`config.mk`:
```
export PLATFORM = sky130hd
export DESIGN_NAME = wb_des_ctrl_flat
export DESIGN_NICKNAME = d
export VERILOG_FILES = /design/src/rtl/wb_des_ctrl_pkg.sv /design/src/rtl/wb_des_ctrl_if.sv /design/src/rtl/wb_des_ctrl_sync_chain.sv /design/src/rtl/wb_des_ctrl.sv /design/src/flat_wrapper.sv
export SDC_FILE = /design/constraint.sdc
export NUM_CORES = 1
export LEC_CHECK = 0
export CAP_MARGIN = 30
export CORE_MARGIN = 2
export CORE_UTILIZATION = 40
export DETAILED_ROUTE_END_ITERATION = 8
export PLACE_DENSITY = 0.86
export SYNTH_ARGS = -nofsm -noshare
export SYNTH_HDL_FRONTEND = slang
export SYNTH_SLANG_ARGS = --single-unit
```
`constraint.sdc`:
```
create_clock -name wb_clk_i -period 2.4 [get_ports wb_clk_i]
set_input_delay 0.24 -clock wb_clk_i [delete_from_list [all_inputs] [get_ports wb_clk_i]]
set_output_delay 0.24 -clock wb_clk_i [all_outputs]
set_load 0.005 [all_outputs]
```
`src/rtl/wb_des_ctrl_pkg.sv`:
```
// Shared constants and types for the design-select controller: register offsets,
// CTRL field positions, synchronizer depths and the Wishbone address decoder.
package des_ctrl_pkg;

  localparam logic [3:0]  OFF_CTRL     = 4'h0;
  localparam logic [3:0]  OFF_IN       = 4'h4;
  localparam logic [3:0]  OFF_OUT      = 4'h8;
  localparam logic [3:0]  OFF_RST      = 4'hC;
  localparam logic [31:0] WINDOW_BYTES = 32'd16;

  localparam int CTRL_OVR_EN_BIT = 0;
  localparam int CTRL_HOLD_BIT   = 1;
  localparam int CTRL_SEL_LSB    = 8;
  localparam int CTRL_SEL_MSB    = 13;

  localparam int PAD_SYNC_DEPTH = 5;
  localparam int OUT_SYNC_DEPTH = 2;

  typedef enum logic [2:0] {
    REG_CTRL,
    REG_IN,
    REG_OUT,
    REG_RST,
    REG_NONE
  } reg_e;

  typedef enum logic {
    ST_IDLE,
    ST_ACK
  } wb_state_e;

  // Byte offset from BASE_ADDR; anything past the 16-byte window decodes to REG_NONE.
  function automatic reg_e decode_reg(input logic [31:0] offset);
    reg_e r;
    r = REG_NONE;
    if (offset < WINDOW_BYTES) begin
      case ({offset[3:2], 2'b00})
        OFF_CTRL: r = REG_CTRL;
        OFF_IN:   r = REG_IN;
        OFF_OUT:  r = REG_OUT;
        OFF_RST:  r = REG_RST;
        default:  r = REG_NONE;
      endcase
    end
    return r;
  endfunction

endpackage

```
`src/rtl/wb_des_ctrl_if.sv`:
```
// Wishbone classic slave bus bundle for wb_des_ctrl; names follow the slave-side view.
interface wb_des_ctrl_if;
  logic        wbs_stb_i;
  logic        wbs_cyc_i;
  logic        wbs_we_i;
  logic [3:0]  wbs_sel_i;
  logic [31:0] wbs_dat_i;
  logic [31:0] wbs_adr_i;
  logic        wbs_ack_o;
  logic [31:0] wbs_dat_o;

  modport master (
    output wbs_stb_i, wbs_cyc_i, wbs_we_i, wbs_sel_i, wbs_dat_i, wbs_adr_i,
    input  wbs_ack_o, wbs_dat_o
  );

  modport slave (
    input  wbs_stb_i, wbs_cyc_i, wbs_we_i, wbs_sel_i, wbs_dat_i, wbs_adr_i,
    output wbs_ack_o, wbs_dat_o
  );
endinterface

```
`src/rtl/wb_des_ctrl_sync_chain.sv`:
```
// Parameterized-depth flop chain used to bring asynchronous pad and design signals
// into the wb_clk_i domain; every stage clears on synchronous reset.
module sync_chain #(
  parameter int DEPTH = 2,
  parameter int WIDTH = 1
) (
  input  logic             clk_i,
  input  logic             srst_i,
  input  logic [WIDTH-1:0] d_i,
  output logic [WIDTH-1:0] q_o
);
  logic [WIDTH-1:0] stage_q [DEPTH];

  for (genvar gi = 0; gi < DEPTH; gi++) begin : g_stage
    if (gi == 0) begin : g_first
      always_ff @(posedge clk_i) begin
        if (srst_i) stage_q[gi] <= '0;
        else        stage_q[gi] <= d_i;
      end
    end else begin : g_rest
      always_ff @(posedge clk_i) begin
        if (srst_i) stage_q[gi] <= '0;
        else        stage_q[gi] <= stage_q[gi-1];
      end
    end
  end

  assign q_o = stage_q[DEPTH-1];
endmodule

```
`src/rtl/wb_des_ctrl.sv`:
```
// Wishbone-controlled design-select mux with software reset pulse generator.
// Define DES_OUT_READBACK_EN to synchronize des_out and return it in the OUT register.
module wb_des_ctrl
  import des_ctrl_pkg::*;
#(
  parameter logic [31:0] BASE_ADDR        = 32'h3000_0000,
  parameter int unsigned RST_PULSE_CYCLES = 16
) (
  input  logic         wb_clk_i,
  input  logic         wb_rst_i,
  wb_des_ctrl_if.slave wbs,
  input  logic [11:0]  pad_in,
  input  logic [5:0]   pad_sel,
  input  logic         pad_hold,
  input  logic         pad_reset,
  input  logic [11:0]  des_out,
  output logic [11:0]  des_in,
  output logic [5:0]   des_sel,
  output logic         des_hold,
  output logic         des_reset
);
  localparam logic [7:0] PULSE_LOAD = 8'(RST_PULSE_CYCLES);

  wb_state_e   state_q;
  logic [31:0] dat_q;
  logic [31:0] rd_data_d;
  logic        ovr_en_q;
  logic        hold_q;
  logic [5:0]  sel_q;
  logic [11:0] in_q;
  logic [7:0]  pulse_cnt_q;
  logic [7:0]  pulse_cnt_d;
  logic [31:0] offset;
  reg_e        reg_sel;
  logic        req;
  logic        wr_en;
  logic        pulse_active;
  logic        sync_reset;
  logic [11:0] out_rb;
  logic        unused_ok;

  assign offset       = wbs.wbs_adr_i - BASE_ADDR;
  assign reg_sel      = decode_reg(offset);
  assign req          = wbs.wbs_stb_i & wbs.wbs_cyc_i;
  // Writes commit on the edge that closes the ack cycle.
  assign wr_en        = (state_q == ST_ACK) & req & wbs.wbs_we_i;
  assign pulse_active = (pulse_cnt_q != 8'd0);

  always_comb begin
    rd_data_d = '0;
    case (reg_sel)
      REG_CTRL: begin
        rd_data_d[CTRL_OVR_EN_BIT]            = ovr_en_q;
        rd_data_d[CTRL_HOLD_BIT]              = hold_q;
        rd_data_d[CTRL_SEL_MSB:CTRL_SEL_LSB]  = sel_q;
      end
      REG_IN:  rd_data_d[11:0] = in_q;
      REG_OUT: rd_data_d[11:0] = out_rb;
      REG_RST: rd_data_d[0]    = pulse_active;
      default: rd_data_d       = '0;
    endcase
  end

  always_ff @(posedge wb_clk_i) begin
    if (wb_rst_i) begin
      state_q <= ST_IDLE;
      dat_q   <= '0;
    end else begin
      case (state_q)
        ST_IDLE: begin
          if (req) begin
            state_q <= ST_ACK;
            dat_q   <= rd_data_d;
          end
        end
        ST_ACK: begin
          state_q <= ST_IDLE;
          dat_q   <= '0;
        end
        default: state_q <= ST_IDLE;
      endcase
    end
  end

  assign wbs.wbs_ack_o = (state_q == ST_ACK);
  assign wbs.wbs_dat_o = dat_q;

  always_comb begin
    pulse_cnt_d = pulse_cnt_q;
    if (wr_en && reg_sel == REG_RST) pulse_cnt_d = PULSE_LOAD;
    else if (pulse_active)           pulse_cnt_d = pulse_cnt_q - 8'd1;
  end

  always_ff @(posedge wb_clk_i) begin
    if (wb_rst_i) begin
      ovr_en_q    <= 1'b0;
      hold_q      <= 1'b0;
      sel_q       <= '0;
      in_q        <= '0;
      pulse_cnt_q <= '0;
    end else begin
      pulse_cnt_q <= pulse_cnt_d;
      if (wr_en && reg_sel == REG_CTRL) begin
        if (wbs.wbs_sel_i[0]) begin
          ovr_en_q <= wbs.wbs_dat_i[CTRL_OVR_EN_BIT];
          hold_q   <= wbs.wbs_dat_i[CTRL_HOLD_BIT];
        end
        if (wbs.wbs_sel_i[1]) sel_q <= wbs.wbs_dat_i[CTRL_SEL_MSB:CTRL_SEL_LSB];
      end
      if (wr_en && reg_sel == REG_IN) begin
        if (wbs.wbs_sel_i[0]) in_q[7:0]  <= wbs.wbs_dat_i[7:0];
        if (wbs.wbs_sel_i[1]) in_q[11:8] <= wbs.wbs_dat_i[11:8];
      end
    end
  end

  sync_chain #(.DEPTH(PAD_SYNC_DEPTH), .WIDTH(1)) u_pad_reset_sync (
    .clk_i  (wb_clk_i),
    .srst_i (wb_rst_i),
    .d_i    (pad_reset),
    .q_o    (sync_reset)
  );

`ifdef DES_OUT_READBACK_EN
  sync_chain #(.DEPTH(OUT_SYNC_DEPTH), .WIDTH(12)) u_des_out_sync (
    .clk_i  (wb_clk_i),
    .srst_i (wb_rst_i),
    .d_i    (des_out),
    .q_o    (out_rb)
  );
  assign unused_ok = ^{wbs.wbs_dat_i[31:14], wbs.wbs_sel_i[3:2]};
`else
  assign out_rb    = '0;
  assign unused_ok = ^{wbs.wbs_dat_i[31:14], wbs.wbs_sel_i[3:2], des_out};
`endif

  // Override path is a pure combinational mux so pad signals pass unregistered.
  assign des_in    = ovr_en_q ? in_q   : pad_in;
  assign des_sel   = ovr_en_q ? sel_q  : pad_sel;
  assign des_hold  = ovr_en_q ? hold_q : pad_hold;
  assign des_reset = sync_reset | pulse_active;

endmodule

```
`src/flat_wrapper.sv`:
```
// flat-port wrapper written by rule: the top's interface ports become plain ports
module wb_des_ctrl_flat import des_ctrl_pkg::*;
#(
  parameter logic [31:0] BASE_ADDR        = 32'h3000_0000,
  parameter int unsigned RST_PULSE_CYCLES = 16
)
  (wb_clk_i, wb_rst_i, pad_in, pad_sel, pad_hold, pad_reset, des_out, des_in, des_sel, des_hold, des_reset, wbs_wbs_stb_i, wbs_wbs_cyc_i, wbs_wbs_we_i, wbs_wbs_sel_i, wbs_wbs_dat_i, wbs_wbs_adr_i, wbs_wbs_ack_o, wbs_wbs_dat_o);
  wb_des_ctrl_if wbs_i ();
  input  logic wb_clk_i;
  input  logic wb_rst_i;
  input  logic [11:0] pad_in;
  input  logic [5:0] pad_sel;
  input  logic pad_hold;
  input  logic pad_reset;
  input  logic [11:0] des_out;
  output logic [11:0] des_in;
  output logic [5:0] des_sel;
  output logic des_hold;
  output logic des_reset;
  input wire logic [$bits(wbs_i.wbs_stb_i)-1:0] wbs_wbs_stb_i;
  input wire logic [$bits(wbs_i.wbs_cyc_i)-1:0] wbs_wbs_cyc_i;
  input wire logic [$bits(wbs_i.wbs_we_i)-1:0] wbs_wbs_we_i;
  input wire logic [$bits(wbs_i.wbs_sel_i)-1:0] wbs_wbs_sel_i;
  input wire logic [$bits(wbs_i.wbs_dat_i)-1:0] wbs_wbs_dat_i;
  input wire logic [$bits(wbs_i.wbs_adr_i)-1:0] wbs_wbs_adr_i;
  output wire logic [$bits(wbs_i.wbs_ack_o)-1:0] wbs_wbs_ack_o;
  output wire logic [$bits(wbs_i.wbs_dat_o)-1:0] wbs_wbs_dat_o;
  assign wbs_i.wbs_stb_i = wbs_wbs_stb_i;
  assign wbs_i.wbs_cyc_i = wbs_wbs_cyc_i;
  assign wbs_i.wbs_we_i = wbs_wbs_we_i;
  assign wbs_i.wbs_sel_i = wbs_wbs_sel_i;
  assign wbs_i.wbs_dat_i = wbs_wbs_dat_i;
  assign wbs_i.wbs_adr_i = wbs_wbs_adr_i;
  assign wbs_wbs_ack_o = wbs_i.wbs_ack_o;
  assign wbs_wbs_dat_o = wbs_i.wbs_dat_o;
  wb_des_ctrl #(.BASE_ADDR(BASE_ADDR), .RST_PULSE_CYCLES(RST_PULSE_CYCLES)) u_core (.wb_clk_i(wb_clk_i), .wb_rst_i(wb_rst_i), .wbs(wbs_i), .pad_in(pad_in), .pad_sel(pad_sel), .pad_hold(pad_hold), .pad_reset(pad_reset), .des_out(des_out), .des_in(des_in), .des_sel(des_sel), .des_hold(des_hold), .des_reset(des_reset));
endmodule
```
# == Word-level counts from Yosys, hierarchy flattened ==
# Memories as Yosys holds them, arrays and structs flattened.
# Index checks and enable logic that the tools add are counted.
# totals
reg_bits,61
ram_bits,5
wordCells,65
memories,1
# classes
add_sub_neg,2
n_lt_le_gt_ge,1
n_eq_ne,6
muxes,24
bitwise,10
n_reduce_logical,12
# mem_list
name,words,width,rd,rd_ports_with_merged_regs,wr,line,text
u_core.u_pad_reset_sync.stage_q,5,1,5,0,5,wb_des_ctrl_sync_chain.sv:12,logic [WIDTH-1:0] stage_q [DEPTH];
# ops
op,count
$pmux 32 s2,1
$lt 32x5->1 const B,1
$mux 32,1
$sub 32x30->32 const B,1
$mux 12,1
$mux 6,2
$pmux 3 s4,1
$mux 1,10
$mux 5,2
$pmux 4 s2,1
$reduce_and 2->1,4
$reduce_bool 8->1,1
$sub 8x1->8 const B,1
$or 1x1->1,6
$eq 2x2->1 const B,2
$pmux 1 s2,2
$and 1x1->1,3
$eq 3x1->1 const B,1
$eq 3x2->1 const B,1
$logic_and 1x1->1,3
$logic_not 3->1,1
$mux 3,1
$pmux 1 s3,1
$eq 2x1->1 const B,1
other kinds (6),6

# == Longest topological paths before layout ==
# logic_depth
depth_word,8
ltp_mapped,6

# == Cells and area by module ==
# A second synthesis with hierarchy kept.
# hier_totals
hier_cells,274
hier_area_um2,2483.6
# by_module_without_submodules
module,instances,cells_per_inst,area_per_inst_um2,seq_area_each_um2
wb_des_ctrl,1,264,2352.3,860.8
sync_chain,1,10,131.4,100.1

# == Least setup slack after synthesis ==
# No wires, ideal clock.
# synth_path
kind,register -> register
startpoint,register u_core.pulse_cnt_q[2]
endpoint,register u_core.pulse_cnt_q[1]
setup_ns,0.078
t_arrival_ns,1.570
required_time_ns,2.322
path_slack_ns,0.752
path_stages_with_launch,5
path_buffers,0
period_less_slack_ns,1.648
path_cell_list,dfxtp_1 > or4_4 > nor4_4 > mux2_2 > nor3_1
# synth_between
elab_chain_cells,1
# synth_rtl
item,line,text
start: declaration,wb_des_ctrl.sv:31,logic [7:0] pulse_cnt_q;
start signal: assignment,wb_des_ctrl.sv:102,pulse_cnt_q <= pulse_cnt_d;
$reduce_bool 8->1,wb_des_ctrl.sv:47,assign pulse_active = (pulse_cnt_q != 8'd0);
# Every way passes these cells.
# A chain may end at the register's enable or synchronous reset.

# == Worst setup path in the final report ==
# layout_path
startpoint,register u_core.ovr_en_q
endpoint,output des_sel[5]
# layout_between
elab_chain_cells,1
# layout_rtl
item,line,text
start: declaration,wb_des_ctrl.sv:27,logic ovr_en_q;
start signal: assignment,wb_des_ctrl.sv:105,ovr_en_q <= wbs.wbs_dat_i[CTRL_OVR_EN_BIT];
$mux 6,wb_des_ctrl.sv:139,assign des_sel = ovr_en_q ? sel_q : pad_sel;
end: declaration,flat_wrapper.sv:17,output logic [5:0] des_sel;
# Every way passes these cells.

==> impl_metrics.tcl <==
set metrics [dict create \
    fin_tns_setup_ns 0 \
    drt_iter0_markers 167 \
    vias 2403 \
    r2r-end "u_core.pulse_cnt_q[1]$_SDFFE_PP0P_" \
    final_core_util 0.601 \
    synth_seq_area_share 0.373 \
    end_kind "primary output" \
    hold_start "u_core.u_pad_reset_sync.stage_q[0]$_SDFF_PP0_" \
    cts_tree "done" \
    leakagePower_nw 1.34 \
    avgViaCountPerCell 5.44 \
    rsz0062_at_grt "no" \
    max_freq_mhz 459 \
    yosysWarnings 0 \
    status "finished clean" \
    root_buffer "clkbuf_8" \
    postCtsHoldBufs 0 \
    place_hpwl_microns 5250 \
    coreArea_sq_mm 0.00628 \
    place_area_sq_mm 0.00366 \
    fin_crit_sh 0.907 \
    numCtsBuffers 5 \
    final_common_cell "clkdlybuf4s50_1" \
    drive_gt1_frac 0.153 \
    yosys.cell_types.count 37 \
    hold_class "reg -> reg" \
    fillers 517 \
    rrSetupSlack_ns 0.42 \
    synth_edf_count 0 \
    power.net_switching_mw 0.621 \
    final-hold-violation-count 0 \
    multi_input_area_sq_mm 0.00146 \
    max_cap_violations 0 \
    internal_power_mw 1.52 \
    fin_crit_ns 2.18 \
    final_area_sq_mm 0.00377 \
    fin_cells 442 \
    syn-instance-count 257 \
    p_seq_frac 0.433 \
    io_pins 158 \
    sw_frac_of_total 0.290 \
    crit_type "reg -> out" \
    antenna_found_initial 0 \
    nets 471 \
    critPathMaxFanout 9 \
    synthArstFlopShare 0 \
    skew_ns 0.00664 \
    cts.clk_slew.worst_paths_ns 0.09 \
    dieArea_sq_mm 0.00710 \
    vdd_drop_max_v 0.000326 \
    pwr-share-comb 0.335 \
    worstRegToRegCells 6 \
    worst_slew_pin_slew_ns 0.574 \
    dr.pass1.iters 4 \
    route.detailed.drc 0 \
    wl_per_cell_microns 15.9 \
    die_h_microns 84.3 \
    antenna_left 0 \
    routed_wl_microns 7010 \
    synth_flop_cell "dfxtp_1" \
    r2r_start "u_core.pulse_cnt_q[2]$_SDFFE_PP0P_" \
    layout_common_cells "clkdlybuf4s50_1, dfxtp_1, nand4_1" \
    slew_headroom 0.615 \
    p_per_area_mw_per_mm2 568 \
    hold_end "u_core.u_pad_reset_sync.stage_q[1]$_SDFF_PP0_" \
    diodes 0 \
    track_usage 0.195 \
    ctsHtreeMaxLevel 2 \
    finalMaxSlewViolations 0 \
    grt_pass1_wl_microns 11300 \
    avgSynthCellArea_sq_um 10.0 \
    fp-row-count 29 \
    holdPathStages 1 \
    worstPathRequired_ns 2.16 \
    ys_ff_latch 48 \
    portBuffers 105 \
    areaGrowthSynthToFinish_pct 46.3 \
    die_w_microns 84.3 \
    worstPathArrival_ns 1.94 \
    place_congestion 0.771 \
    start_kind "flip-flop" \
    clkPwrFrac 0.231 \
    clockBufferDepth 2 \
    synth_area_sq_mm 0.00258 \
    grt_max_degree 30 \
    regArea_sq_um 962 \
    grt_pass1_vias 2369 \
    grt_overflow 0 \
    dp_cells 432 \
    finalSetupViolCount 0 \
    cts.sinks 48 \
    insertion_delay_ns 0.30 \
    start_util 0.411 \
]
-- area by class of cell --
| cell class | instances | area share |
|---|---|---|
| Clock buffer | 8 | 0.0239 |
| Timing Repair Buffer | 118 | 0.305 |
| Sequential cell | 48 | 0.255 |
| Inverter | 5 | 0.00497 |
| Tap cell | 77 | 0.0255 |
| Multi-Input combinational cell | 186 | 0.386 |
-- power by group through the flow --
stage	logic, mW	clock network [mW]	registers (mW)
after global routing	0.795	0.536	0.936
after floorplan	0.437	0	0.928
final	0.719	0.496	0.929
after detailed placement	0.685	0	0.941
after global placement	0.660	0	0.939
after CTS	0.688	0.506	0.924
-- worst max path at each step --
stage	startpoint	to	slack, ns	cells after the start
after global routing	u_core.ovr_en_q$_SDFFE_PP0P_	des_sel[5]	0.14	3
after global placement	wbs_wbs_adr_i[8]	u_core.wbs.wbs_dat_o[1]$_SDFFE_PP0P_	0.27	5
after detailed placement	wbs_wbs_adr_i[23]	u_core.pulse_cnt_q[4]$_SDFFE_PP0P_	0.26	5
after floorplan	u_core.pulse_cnt_q[2]$_SDFFE_PP0P_	u_core.pulse_cnt_q[1]$_SDFFE_PP0P_	0.75	4
final	u_core.ovr_en_q$_SDFFE_PP0P_	des_sel[5]	0.22	3
after CTS	u_core.pulse_cnt_q[2]$_SDFFE_PP0P_	des_reset	0.05	4
-- what timing repair did --
action / CTS / global route
setup buffers: 0 / 2
endpoints found under the setup margin: 0 / 1
resized for setup: 0 / 2
-- synthesized netlist by cell type, types with 2 or more instances --
master | count | area share
a21oi_1 | 20 | 0.039
a221o_1 | 5 | 0.019
clkbuf_1 | 12 | 0.017
o31ai_1 | 20 | 0.058
and4_1 | 3 | 0.010
buf_4 | 19 | 0.055
buf_2 | 4 | 0.0078
dfxtp_1 | 48 | 0.37
nor4_4 | 9 | 0.074
nor3_1 | 10 | 0.019
nor2_1 | 3 | 0.0044
mux2_2 | 20 | 0.087
nand4_1 | 21 | 0.051
and2_0 | 2 | 0.0049
xnor2_1 | 7 | 0.024
a22o_1 | 9 | 0.031
and2_1 | 8 | 0.019
nor2b_1 | 7 | 0.017
ha_1 | 2 | 0.0097
inv_1 | 5 | 0.0073
nand2_1 | 7 | 0.010
-- cell families after synthesis --
logic type	after synthesis	synth area share
compound gates	57	0.160
xor+xnor	7	0.0238
fa+ha+maj	2	0.00970
buf+inv	40	0.0878
flops	48	0.373
mux	20	0.0873
other cells	1	0.00145
simple gates	82	0.257
-- metrics by stage --
stage / setup slack [ns] / power, mW / hold slack, ns
3_3_place_gp: 0.266 / 1.60 / 0.418
5_1_grt: 0.141 / 2.27 / 0.469
6_report: 0.223 / 2.14 / 0.448
4_1_cts: 0.0536 / 2.12 / 0.453
2_1_floorplan: 0.752 / 1.37 / 0.368
3_5_place_dp: 0.256 / 1.63 / 0.446
-- critical path, stage by stage (launching register included) --
cell and delay, ns:
dfxtp_1 0.57, buf_4 0.26, mux2_2 0.35, clkdlybuf4s50_1 0.45
-- sequential cells by signal, indices dropped and copies added (netlist names) --
signal and count:
u_core.sel_q 6, u_core.in_q 12, u_core.wbs.wbs_dat_o 14, u_core.u_pad_reset_sync.stage_q 5
u_core.pulse_cnt_q 8, u_core.ovr_en_q 1, u_core.hold_q 1, u_core.wbs.wbs_ack_o 1
-- per-layer routing --
layer / wire length (microns) / part of all wire / track usage / vias up
met3: 638 / 0.091 / 0.0452 / 12
met1: 2920 / 0.42 / 0.253 / 1111
met5: 0 / 0 / 0 / -
met4: 146 / 0.021 / 0.0674 / 0
met2: 3310 / 0.47 / 0.320 / 138
li1: - / - / - / 1142
No activity file was read; power rests on OpenSTA's default activity.
==> patch, RTL diff (config.mk and constraints unchanged) <==
Build with the macro `DES_OUT_READBACK_EN` defined.
--- a/src/rtl/wb_des_ctrl.sv
+++ b/src/rtl/wb_des_ctrl.sv
@@ -2,2 +2,4 @@
 // Define DES_OUT_READBACK_EN to synchronize des_out and return it in the OUT register.
+`define DES_OUT_READBACK_EN
+
 module wb_des_ctrl
Behaviour: not the same (Yosys sat finds a counterexample within 4 cycles, from zero or initial values and one cycle with wb_rst_i high).
==> patch against the original RTL <==
Combinational power rose by 7.8%; final area rose by 31%; wire length rose by 21%; area after synthesis rose by 33%; setup slack improved by 0.010 ns; via count rose by 16%; non-clock buffer count rose by 15; global-route usage fell by 1.5 points; sequential cell count rose by 24; sequential power rose by 44%; worst hold slack got worse by 0.051 ns; total power rose by 47%; largest power group unchanged.
==> patch: results (changes against the original RTL) <==
vias in the first global route - 2702 (was 2369)
slowest CP cell - clkdlybuf4s50_1 (was dfxtp_1)
Compound-Gate Fraction of Synth Area - 0.0785 (was 0.160)
mux cell area share after synthesis - 0.145 (was 0.0873)
HPWL Detailed - 6.54 mm (was 5.25 mm)
XOR/XNOR share of the synthesized area - 0.0128 (was 0.0238)
Max Clock Skew - 0.00570 ns (was 0.00664 ns)
Post-Synthesis Cells - 331 (was 257)
crit-path max FO - 7 (was 9)
met1 usage - 0.216 (was 0.253)
register area share after synthesis - 0.421 (was 0.373)
met1 WL - 3.54 mm (was 2.92 mm)
P_sw - 842 uW (was 621 uW)
Placed Area - 4710 um^2 (was 3660 um^2)
ranking of synthesized cells by area - dfxtp_1 (42%), mux2i_1 (7.6%), nand2b_1 (6.6%) (was dfxtp_1 (37%), mux2_2 (8.7%), nor4_4 (7.4%))
CP peak stage delay - 0.50 ns (was 0.57 ns)
peak supply drop - 388 uV (was 326 uV)
Met3 Wirelength - 704 um (was 638 um)
Leak - 0.00183 uW (was 0.00134 uW)
largest net degree at the start of global routing - 42 (was 30)
met2 Usage GRT - 0.309 (was 0.320)
pwr dens - 639 nW/um^2 (was 568 nW/um^2)
Num CTS Buffers - 9 (was 5)
non-filler cells, final - 565 (was 442)
library cells used by synthesis - 38 (was 37)
first-pass GRT wire length - 12.7 mm (was 11.3 mm)
HP Class - in -> reg (was reg -> reg)
WL met2 - 4.09 mm (was 3.31 mm)
P_seq - 1340 uW (was 929 uW)
wire per inst - 15.0 um (was 15.9 um)
status - completed (unchanged)
layout cells sized above 1 - 0.154 (was 0.153)
vias per std cell - 4.92 (was 5.44)
M3 GR Usage - 0.0489 (was 0.0452)
CTS HTree Levels - 3 (was 2)
port bufs - 117 (was 105)
Synth top cells by count - dfxtp_1 (72), nand2b_1 (36), nor2b_1 (31), mux2i_1 (26) (was dfxtp_1 (48), nand4_1 (21), a21oi_1 (20), mux2_2 (20), o31ai_1 (20))
fillers - 685 (was 517)
Setup WS pre-CTS - 0.231 ns (was 0.256 ns)
DRT iter0 DRCs - 116 (was 167)
fraction of the mapped netlist area in adder cells - 0.00365 (was 0.00970)
post-placement cell count - 549 (was 432)
placer congestion estimate - 0.738 (was 0.771)
Clk network pwr share - 0.330 (was 0.231)
[patch: worst paths after layout]
kind / endpoint / cells past startpoint / slack, ns / from
setup / recovery: des_reset / 6 / 0.23 / u_core.pulse_cnt_q[0]
hold / removal: u_core.u_des_out_sync.stage_q[0][2] / 3 / 0.40 / wb_rst_i
setup reg to reg: u_core.pulse_cnt_q[6] / 6 / 0.41 / u_core.pulse_cnt_q[0]
hold reg to reg: u_core.u_pad_reset_sync.stage_q[2] / 1 / 0.44 / u_core.u_pad_reset_sync.stage_q[1]
[patch: metrics by stage]
| step | utilization | hold WS, ns |
|---|---|---|
| finish | 0.598 | 0.397 |
| global route | 0.598 | 0.410 |
| CTS | 0.598 | 0.382 |
| detailed placement | 0.571 | 0.422 |
| global placement | 0.571 | 0.416 |
| floorplan | - | 0.368 |
[patch: repair_timing]
item | CTS | global route
endpoints found under the setup margin | 0 | 1
hold buffers | 0 | 0
endpoints found under the hold margin | 0 | 0
resized for setup | 0 | 3
[patch: layout make-up]
type                    instances  share of cell area
flip-flops and latches         72               0.292
clock inverters                 7              0.0195
well taps                     105              0.0266
clock buffers                   9              0.0251
inverters                       2             0.00152
repair buffers                133               0.263
multi-input cells             237               0.373
[patch: worst reg2reg max path, cell delays in order (launching register included)]
cell       delay [ns]
dfxtp_1          0.33
inv_1            0.09
ha_1             0.21
or3b_2           0.49
nor3_1           0.21
xnor2_1          0.11
a2111oi_0        0.42
[patch: logic make-up after synthesis]
group | Yosys count
AOI/OAI and AO/OA | 34
xor gates and xnor gates | 5
DFF | 72
adders and majority gates | 1
other | 1
and+or+nand+nor | 133
muxes | 46
buffers and inverters | 39
